## config.mk

```make
export PLATFORM = sky130hd
export DESIGN_NAME = conv_scheduler
export DESIGN_NICKNAME = d
export VERILOG_FILES = /design/src/rtl/conv_scheduler.sv
export SDC_FILE = /design/constraint.sdc
export NUM_CORES = 1
export LEC_CHECK = 0
export CORE_MARGIN = 8
export CORE_UTILIZATION = 30
export DETAILED_ROUTE_END_ITERATION = 6
export PLACE_DENSITY = 0.54
export SLEW_MARGIN = 40
export SYNTH_ARGS = -nofsm -noshare
export SYNTH_HDL_FRONTEND = slang
export SYNTH_SLANG_ARGS = --single-unit
```

## constraint.sdc

```tcl
create_clock -name clk -period 2 [get_ports clk]
set_input_delay 0.5 -clock clk [delete_from_list [all_inputs] [get_ports clk]]
set_output_delay 0.5 -clock clk [all_outputs]
set_load 0.02 [all_outputs]
```

## src/rtl/conv_scheduler.sv

```systemverilog
`default_nettype none
// ============================================================================
// Module      : conv_scheduler
// Description : Convolution control FSM that loads feature weights, then
//               raster-scans windows with a two-stage valid/ready pipeline.
// Revision    : 1.0
// ============================================================================
module conv_scheduler #(
    parameter int IMAGE_WIDTH  = 28,
    parameter int IMAGE_HEIGHT = 28,
    parameter int NUM_FEATURES = 10,
    parameter int KERNEL_SIZE  = 3,
    parameter int STRIDE       = 1
) (
    input  logic                                 clk,
    input  logic                                 rst_n,
    input  logic                                 i_load_weights,
    input  logic                                 i_w_valid,
    input  logic [KERNEL_SIZE*KERNEL_SIZE-1:0]   i_w_data,
    output logic                                 o_w_ready,
    output logic [$clog2(NUM_FEATURES):0]        o_mem_waddr,
    output logic [KERNEL_SIZE*KERNEL_SIZE-1:0]   o_mem_wdata,
    output logic                                 o_mem_wr_n,
    input  logic                                 i_start,
    input  logic                                 i_abort,
    output logic                                 o_win_valid,
    output logic [$clog2(IMAGE_HEIGHT)-1:0]      o_win_row,
    output logic [$clog2(IMAGE_WIDTH)-1:0]       o_win_col,
    output logic                                 o_out_valid,
    output logic [$clog2(IMAGE_HEIGHT)-1:0]      o_out_row,
    output logic [$clog2(IMAGE_WIDTH)-1:0]       o_out_col,
    input  logic                                 i_out_ready,
    output logic                                 o_busy,
    output logic                                 o_weights_ok,
    output logic                                 o_done,
    output logic                                 o_err
);

    localparam int c_KK    = KERNEL_SIZE * KERNEL_SIZE;
    localparam int c_AW    = $clog2(NUM_FEATURES) + 1;
    localparam int c_RW    = $clog2(IMAGE_HEIGHT);
    localparam int c_CW    = $clog2(IMAGE_WIDTH);
    localparam int c_OUT_W = (IMAGE_WIDTH - KERNEL_SIZE) / STRIDE + 1;
    localparam int c_OUT_H = (IMAGE_HEIGHT - KERNEL_SIZE) / STRIDE + 1;

    localparam logic [2:0] c_IDLE  = 3'd0;
    localparam logic [2:0] c_LOADW = 3'd1;
    localparam logic [2:0] c_SCAN  = 3'd2;
    localparam logic [2:0] c_FLUSH = 3'd3;
    localparam logic [2:0] c_DONE  = 3'd4;

    logic [2:0]      r_state;
    logic [2:0]      w_next_state;
    logic [c_AW-1:0] r_beat_cnt;
    logic            r_mem_wr_n;
    logic [c_AW-1:0] r_mem_waddr;
    logic [c_KK-1:0] r_mem_wdata;
    logic            r_weights_ok;
    logic            r_err;
    logic            r_win_valid;
    logic [c_RW-1:0] r_win_row;
    logic [c_CW-1:0] r_win_col;
    logic [c_RW-1:0] r_pos_row;
    logic [c_CW-1:0] r_pos_col;
    logic            r_out_valid;
    logic [c_RW-1:0] r_out_row;
    logic [c_CW-1:0] r_out_col;

    logic w_beat_acc;
    logic w_last_write;
    logic w_enter_loadw;
    logic w_enter_scan;
    logic w_stall;
    logic w_issue;
    logic w_last_pos;

    assign w_enter_loadw = (r_state == c_IDLE) & i_load_weights & ~i_abort;
    assign w_enter_scan  = (r_state == c_IDLE) & ~i_load_weights & i_start & r_weights_ok & ~i_abort;
    assign w_beat_acc    = o_w_ready & i_w_valid & ~i_abort;
    assign w_last_write  = (r_state == c_LOADW) & ~r_mem_wr_n
                         & (r_mem_waddr == c_AW'(NUM_FEATURES - 1));
    assign w_stall       = r_out_valid & ~i_out_ready;
    assign w_issue       = r_win_valid & ~w_stall;
    assign w_last_pos    = (r_pos_row == c_RW'(c_OUT_H - 1)) & (r_pos_col == c_CW'(c_OUT_W - 1));

    always_ff @(posedge clk or negedge rst_n) begin
        if (!rst_n) begin
            r_state <= c_IDLE;
        end else begin
            r_state <= w_next_state;
        end
    end

    always_comb begin
        w_next_state = r_state;
        if (i_abort) begin
            w_next_state = c_IDLE;
        end else begin
            case (r_state)
                c_IDLE: begin
                    if (w_enter_loadw)     w_next_state = c_LOADW;
                    else if (w_enter_scan) w_next_state = c_SCAN;
                end
                c_LOADW: if (w_last_write)            w_next_state = c_IDLE;
                c_SCAN:  if (w_issue && w_last_pos)   w_next_state = c_FLUSH;
                c_FLUSH: if (r_out_valid && i_out_ready) w_next_state = c_DONE;
                c_DONE:  w_next_state = c_IDLE;
                default: w_next_state = c_IDLE;
            endcase
        end
    end

    always_comb begin
        o_busy    = 1'b0;
        o_w_ready = 1'b0;
        o_done    = 1'b0;
        case (r_state)
            c_LOADW: begin
                o_busy    = 1'b1;
                o_w_ready = (r_beat_cnt != c_AW'(NUM_FEATURES));
            end
            c_SCAN, c_FLUSH: o_busy = 1'b1;
            c_DONE:          o_done = 1'b1;
            default: ;
        endcase
    end

    // Each accepted beat becomes a one-cycle active-low write on the next cycle.
    always_ff @(posedge clk or negedge rst_n) begin
        if (!rst_n) begin
            r_beat_cnt  <= '0;
            r_mem_wr_n  <= 1'b1;
            r_mem_waddr <= '0;
            r_mem_wdata <= '0;
        end else begin
            r_mem_wr_n <= ~w_beat_acc;
            if (w_enter_loadw) begin
                r_beat_cnt <= '0;
            end else if (w_beat_acc) begin
                r_beat_cnt  <= r_beat_cnt + c_AW'(1);
                r_mem_waddr <= r_beat_cnt;
                r_mem_wdata <= i_w_data;
            end
        end
    end

    always_ff @(posedge clk or negedge rst_n) begin
        if (!rst_n) begin
            r_weights_ok <= 1'b0;
            r_err        <= 1'b0;
        end else begin
            r_err <= (r_state == c_IDLE) & ~i_abort & ~i_load_weights & i_start & ~r_weights_ok;
            if (i_abort) begin
                if (r_state == c_LOADW) r_weights_ok <= 1'b0;
            end else if (w_enter_loadw) begin
                r_weights_ok <= 1'b0;
            end else if (w_last_write) begin
                r_weights_ok <= 1'b1;
            end
        end
    end

    // Window stage feeds the result stage; a stalled result freezes both.
    always_ff @(posedge clk or negedge rst_n) begin
        if (!rst_n) begin
            r_win_valid <= 1'b0;
            r_win_row   <= '0;
            r_win_col   <= '0;
            r_pos_row   <= '0;
            r_pos_col   <= '0;
            r_out_valid <= 1'b0;
            r_out_row   <= '0;
            r_out_col   <= '0;
        end else if (i_abort) begin
            r_win_valid <= 1'b0;
            r_out_valid <= 1'b0;
        end else if (w_enter_scan) begin
            r_win_valid <= 1'b1;
            r_win_row   <= '0;
            r_win_col   <= '0;
            r_pos_row   <= '0;
            r_pos_col   <= '0;
            r_out_valid <= 1'b0;
        end else if (!w_stall) begin
            r_out_valid <= r_win_valid;
            r_out_row   <= r_pos_row;
            r_out_col   <= r_pos_col;
            if (r_win_valid) begin
                if (w_last_pos) begin
                    r_win_valid <= 1'b0;
                end else if (r_pos_col == c_CW'(c_OUT_W - 1)) begin
                    r_pos_col <= '0;
                    r_win_col <= '0;
                    r_pos_row <= r_pos_row + c_RW'(1);
                    r_win_row <= r_win_row + c_RW'(STRIDE);
                end else begin
                    r_pos_col <= r_pos_col + c_CW'(1);
                    r_win_col <= r_win_col + c_CW'(STRIDE);
                end
            end
        end
    end

    assign o_mem_waddr  = r_mem_waddr;
    assign o_mem_wdata  = r_mem_wdata;
    assign o_mem_wr_n   = r_mem_wr_n;
    assign o_win_valid  = r_win_valid;
    assign o_win_row    = r_win_row;
    assign o_win_col    = r_win_col;
    assign o_out_valid  = r_out_valid;
    assign o_out_row    = r_out_row;
    assign o_out_col    = r_out_col;
    assign o_weights_ok = r_weights_ok;
    assign o_err        = r_err;

endmodule
`default_nettype wire

```

==> impl_metrics.toml <==
[setup_path]
slowest_delay_ps = 540
timing.critical_path.from_type = "primary input"
timing.reg2reg.worst_path_depth = 4
endpoint_of_the_lowest_slack_register_to_register_path = "o_mem_wdata[1]"
cp_top_family = "simple AND/OR/NAND/NOR gates"
path_class = "primary input to flop"
setup.worst_path.end_class = "flop"
worst-path-max-fanout = 11
ff2ff_setup_slack_ps = 10
worstReg2RegStart = "r_state[2]"
required_ps = 2210
crit_slowest_cell = "sky130_fd_sc_hd__or4b_4"
crit_path_cell_chain = "dlygate4sd2_1 > or4b_4 > or3b_4 > clkbuf_16 > mux2_4"
critical_path_arrival_ps = 2240
critical_path_buf_inv_count = 2

[clock_tree]
worst_setup_hold_path_clk_slew_ps = 60
clock-root-buffer = "sky130_fd_sc_hd__clkbuf_8"
tritoncts_num_sinks = 57
tritoncts_clock_tree = "done"
clockBufferDepth = 2
cts_made_buffers = 9
htreeDepth = 3
insertion_delay_ps = 330

[layout]
area_growth_syn_to_layout_pct = 42.5
antenna-diode-count = 0
fillers = 854
final_layout_size_suffix_gt1_frac = 0.271
layout.nets = 358
finalInstanceArea_um2 = 3930

[floorplanning]
die_h_um = 112
die-width_um = 112
fp.coreArea_um2 = 9060
die_area_um2 = 12500
ioPinCount = 58
rows = 35
initial_core_util = 0.304

[timing]
timing.final.crit_share = 1.01
setup_viol = 7
worst_slew_pin_slew_ps = 362
slew_violations = 0
grt_setup_unrepaired = "true"
period_needed_ps = 2020
worst_hold_margin_ps = 163
worst_clock_skew_ps = 4.88
finalWorstSetupSlack_ps = -23.7
hold_violation_count_in_the_final_report = 0
fmax_mhz = 494
max_slew_margin = 0.758

[logic_synthesis]
dominantRegCellSynth = "sky130_fd_sc_hd__dfrtp_1"
post-synth-top-area-fraction = 0.509
yosysUniqueCellTypes = 46
yosys-top-cells-area = "sky130_fd_sc_hd__dfrtp_1 (51%), sky130_fd_sc_hd__mux2_4 (6.5%), sky130_fd_sc_hd__mux2_2 (4.5%)"
synthesis.nets = 265
ys_warn_count = 0
ys_seq_area_frac = 0.518
postSynthRegisterBits = 57
synth_top_cell_by_area = "sky130_fd_sc_hd__dfrtp_1"
synth_area_um2 = 2760
synth_edf_count = 0
syn_inst = 241
synth.avg_cell_area_um2 = 11.4
asyncSetResetFlopFracSynth = 1.00

[routing]
drt-pass1-iter-count = 4
route.final.wire_length_um = 6700
route.detailed.wl_per_inst_um = 14.9
vias_per_cell = 4.90
drt_iter0_drcs = 76
num_vias = 2204
detail-route-antenna-nets = 0
drc = 0

[global_routing]
overflow = 0
grt_start_max_net_pins = 58
grt_antenna_before_repair = 0
grt_pass1_wl_um = 11100
grt.total_usage = 0.110
first_global_vias = 2184

[power]
cellLeakagePower_nw = 1.81
power_mw = 2.77
vdd_ir_drop_max_mv = 0.338
cellPowerDensity_nw_per_um2 = 704

[status]
violations = "setup timing"
outcome = "finished with violations"

[placement]
placed_instance_area_um2 = 3650
placement.io_buffers = 57
preCtsSetupSlack_ps = -460
hpwlAfterDp_um = 4770
place_congestion = 0.796

[worst_hold_path]
hp-class = "primary input to async pin"

[flow_run]
maxCapViolCount = 0
==> per-layer routing <==
| metal | part of all wire | wire, um | up-vias | GRT usage |
|---|---|---|---|---|
| li1 | - | - | 1061 | - |
| met1 | 0.46 | 3050 | 1076 | 0.131 |
| met2 | 0.46 | 3120 | 61 | 0.172 |
| met3 | 0.073 | 488 | 6 | 0.0536 |
| met4 | 0.0072 | 48 | 0 | 0.0273 |
| met5 | 0 | 0 | - | 0 |
==> synth_stat cells, types with 2 or more instances <==
cell type,n
sky130_fd_sc_hd__a211oi_1,2
sky130_fd_sc_hd__a21o_1,3
sky130_fd_sc_hd__a21oi_1,13
sky130_fd_sc_hd__a22o_1,3
sky130_fd_sc_hd__a31o_2,3
sky130_fd_sc_hd__and2_0,2
sky130_fd_sc_hd__and2_1,4
sky130_fd_sc_hd__buf_6,3
sky130_fd_sc_hd__clkbuf_1,6
sky130_fd_sc_hd__dfrtp_1,56
sky130_fd_sc_hd__ha_1,8
sky130_fd_sc_hd__inv_1,11
sky130_fd_sc_hd__mux2_2,11
sky130_fd_sc_hd__mux2_4,12
sky130_fd_sc_hd__nand2_1,11
sky130_fd_sc_hd__nand2b_1,2
sky130_fd_sc_hd__nand3_1,9
sky130_fd_sc_hd__nand4_1,6
sky130_fd_sc_hd__nand4b_1,2
sky130_fd_sc_hd__nor2_1,12
sky130_fd_sc_hd__nor2b_1,2
sky130_fd_sc_hd__nor3_1,4
sky130_fd_sc_hd__nor3b_1,2
sky130_fd_sc_hd__nor4_1,5
sky130_fd_sc_hd__nor4bb_1,2
sky130_fd_sc_hd__o21ai_0,16
sky130_fd_sc_hd__or3_1,9
sky130_fd_sc_hd__xnor2_1,4
==> repair_timing <==
item	in CTS	in global routing
pin swaps	0	3
cloned	0	2
hold buffers	0	0
resized for setup	13	10
setup buffers	0	2
endpoints found under the setup margin	17	17
==> worst max path at each step <==
stage	start	to	slack, ps	depth (start not counted)
after floorplan	i_abort	o_mem_waddr[4]	-160	6
after global placement	i_abort	o_mem_wdata[8]	-440	5
after detailed placement	i_abort	r_beat_cnt[2]	-460	6
after CTS	r_beat_cnt[0]	o_w_ready	-100	6
after global routing	r_beat_cnt[0]	o_w_ready	-60	5
final	i_abort	o_mem_wdata[1]	-20	5
==> power by group <==
| part | leakage (nW) | internal [mW] | switching [mW] | total, mW |
|---|---|---|---|---|
| sequential | 0.757 | 1.23 | 0.0476 | 1.28 |
| clock | 0.0932 | 0.512 | 0.437 | 0.949 |
| combinational | 0.963 | 0.304 | 0.233 | 0.537 |
| total | 1.81 | 2.05 | 0.718 | 2.77 |
==> metrics by stage <==
stage	std cells	util	TNS (ps)
after floorplan	241	-	-1970
after global placement	431	0.403	-12680
after detailed placement	431	0.403	-12810
after CTS	447	0.423	-97.4
after global routing	450	0.433	-287
final	450	0.433	-136
==> cell usage in the layout, fill, tap and decap left out, drive strengths merged, types with 3 or more instances in the layout <==
master	netlist	layout
a211oi	3	3
a21o	3	3
a21oi	13	13
a22o	3	3
a31o	3	3
and2	6	6
buf	6	37
clkbuf	6	16
clkdlybuf4s50	0	51
clkinv	0	3
dfrtp	56	56
ha	8	8
inv	11	11
mux2	23	23
nand2	11	11
nand3	9	9
nand4	6	6
nor2	12	12
nor3	4	4
nor4	5	5
o21ai	16	16
or3	9	9
xnor2	4	4
==> state kept, by name, summed over array words and instances (netlist names) <==
| register | flops |
|---|---|
| o_out_col | 5 |
| o_win_valid | 1 |
| o_win_row | 5 |
| o_win_col | 5 |
| o_out_valid | 1 |
| r_state | 3 |
| o_err | 1 |
| o_mem_waddr | 5 |
| o_mem_wdata | 9 |
| r_pos_col | 5 |
| o_mem_wr_n | 1 |
| r_beat_cnt | 5 |
| r_pos_row | 5 |
| o_out_row | 5 |
| o_weights_ok | 1 |
==> logic make-up (layout without fill, tap and decap cells) <==
family / Yosys count / after routing / synth area share
fa+ha+maj: 8 / 8 / 0.0363
flops: 57 / 57 / 0.518
mux: 24 / 24 / 0.114
buf+inv: 23 / 121 / 0.0472
simple gates: 79 / 79 / 0.166
xor+xnor: 4 / 4 / 0.0127
compound gates: 46 / 46 / 0.105
==> area by class of cell <==
type	count	area, um2	area share
inverters	11	41.3	0.0105
clock inverters	3	15.0	0.00382
repair buffers	94	896	0.228
well taps	111	139	0.0354
multi-input cells	161	1250	0.317
clock buffers	13	159	0.0405
flip-flops and latches	57	1430	0.364
No activity file was read; power rests on OpenSTA's default activity.
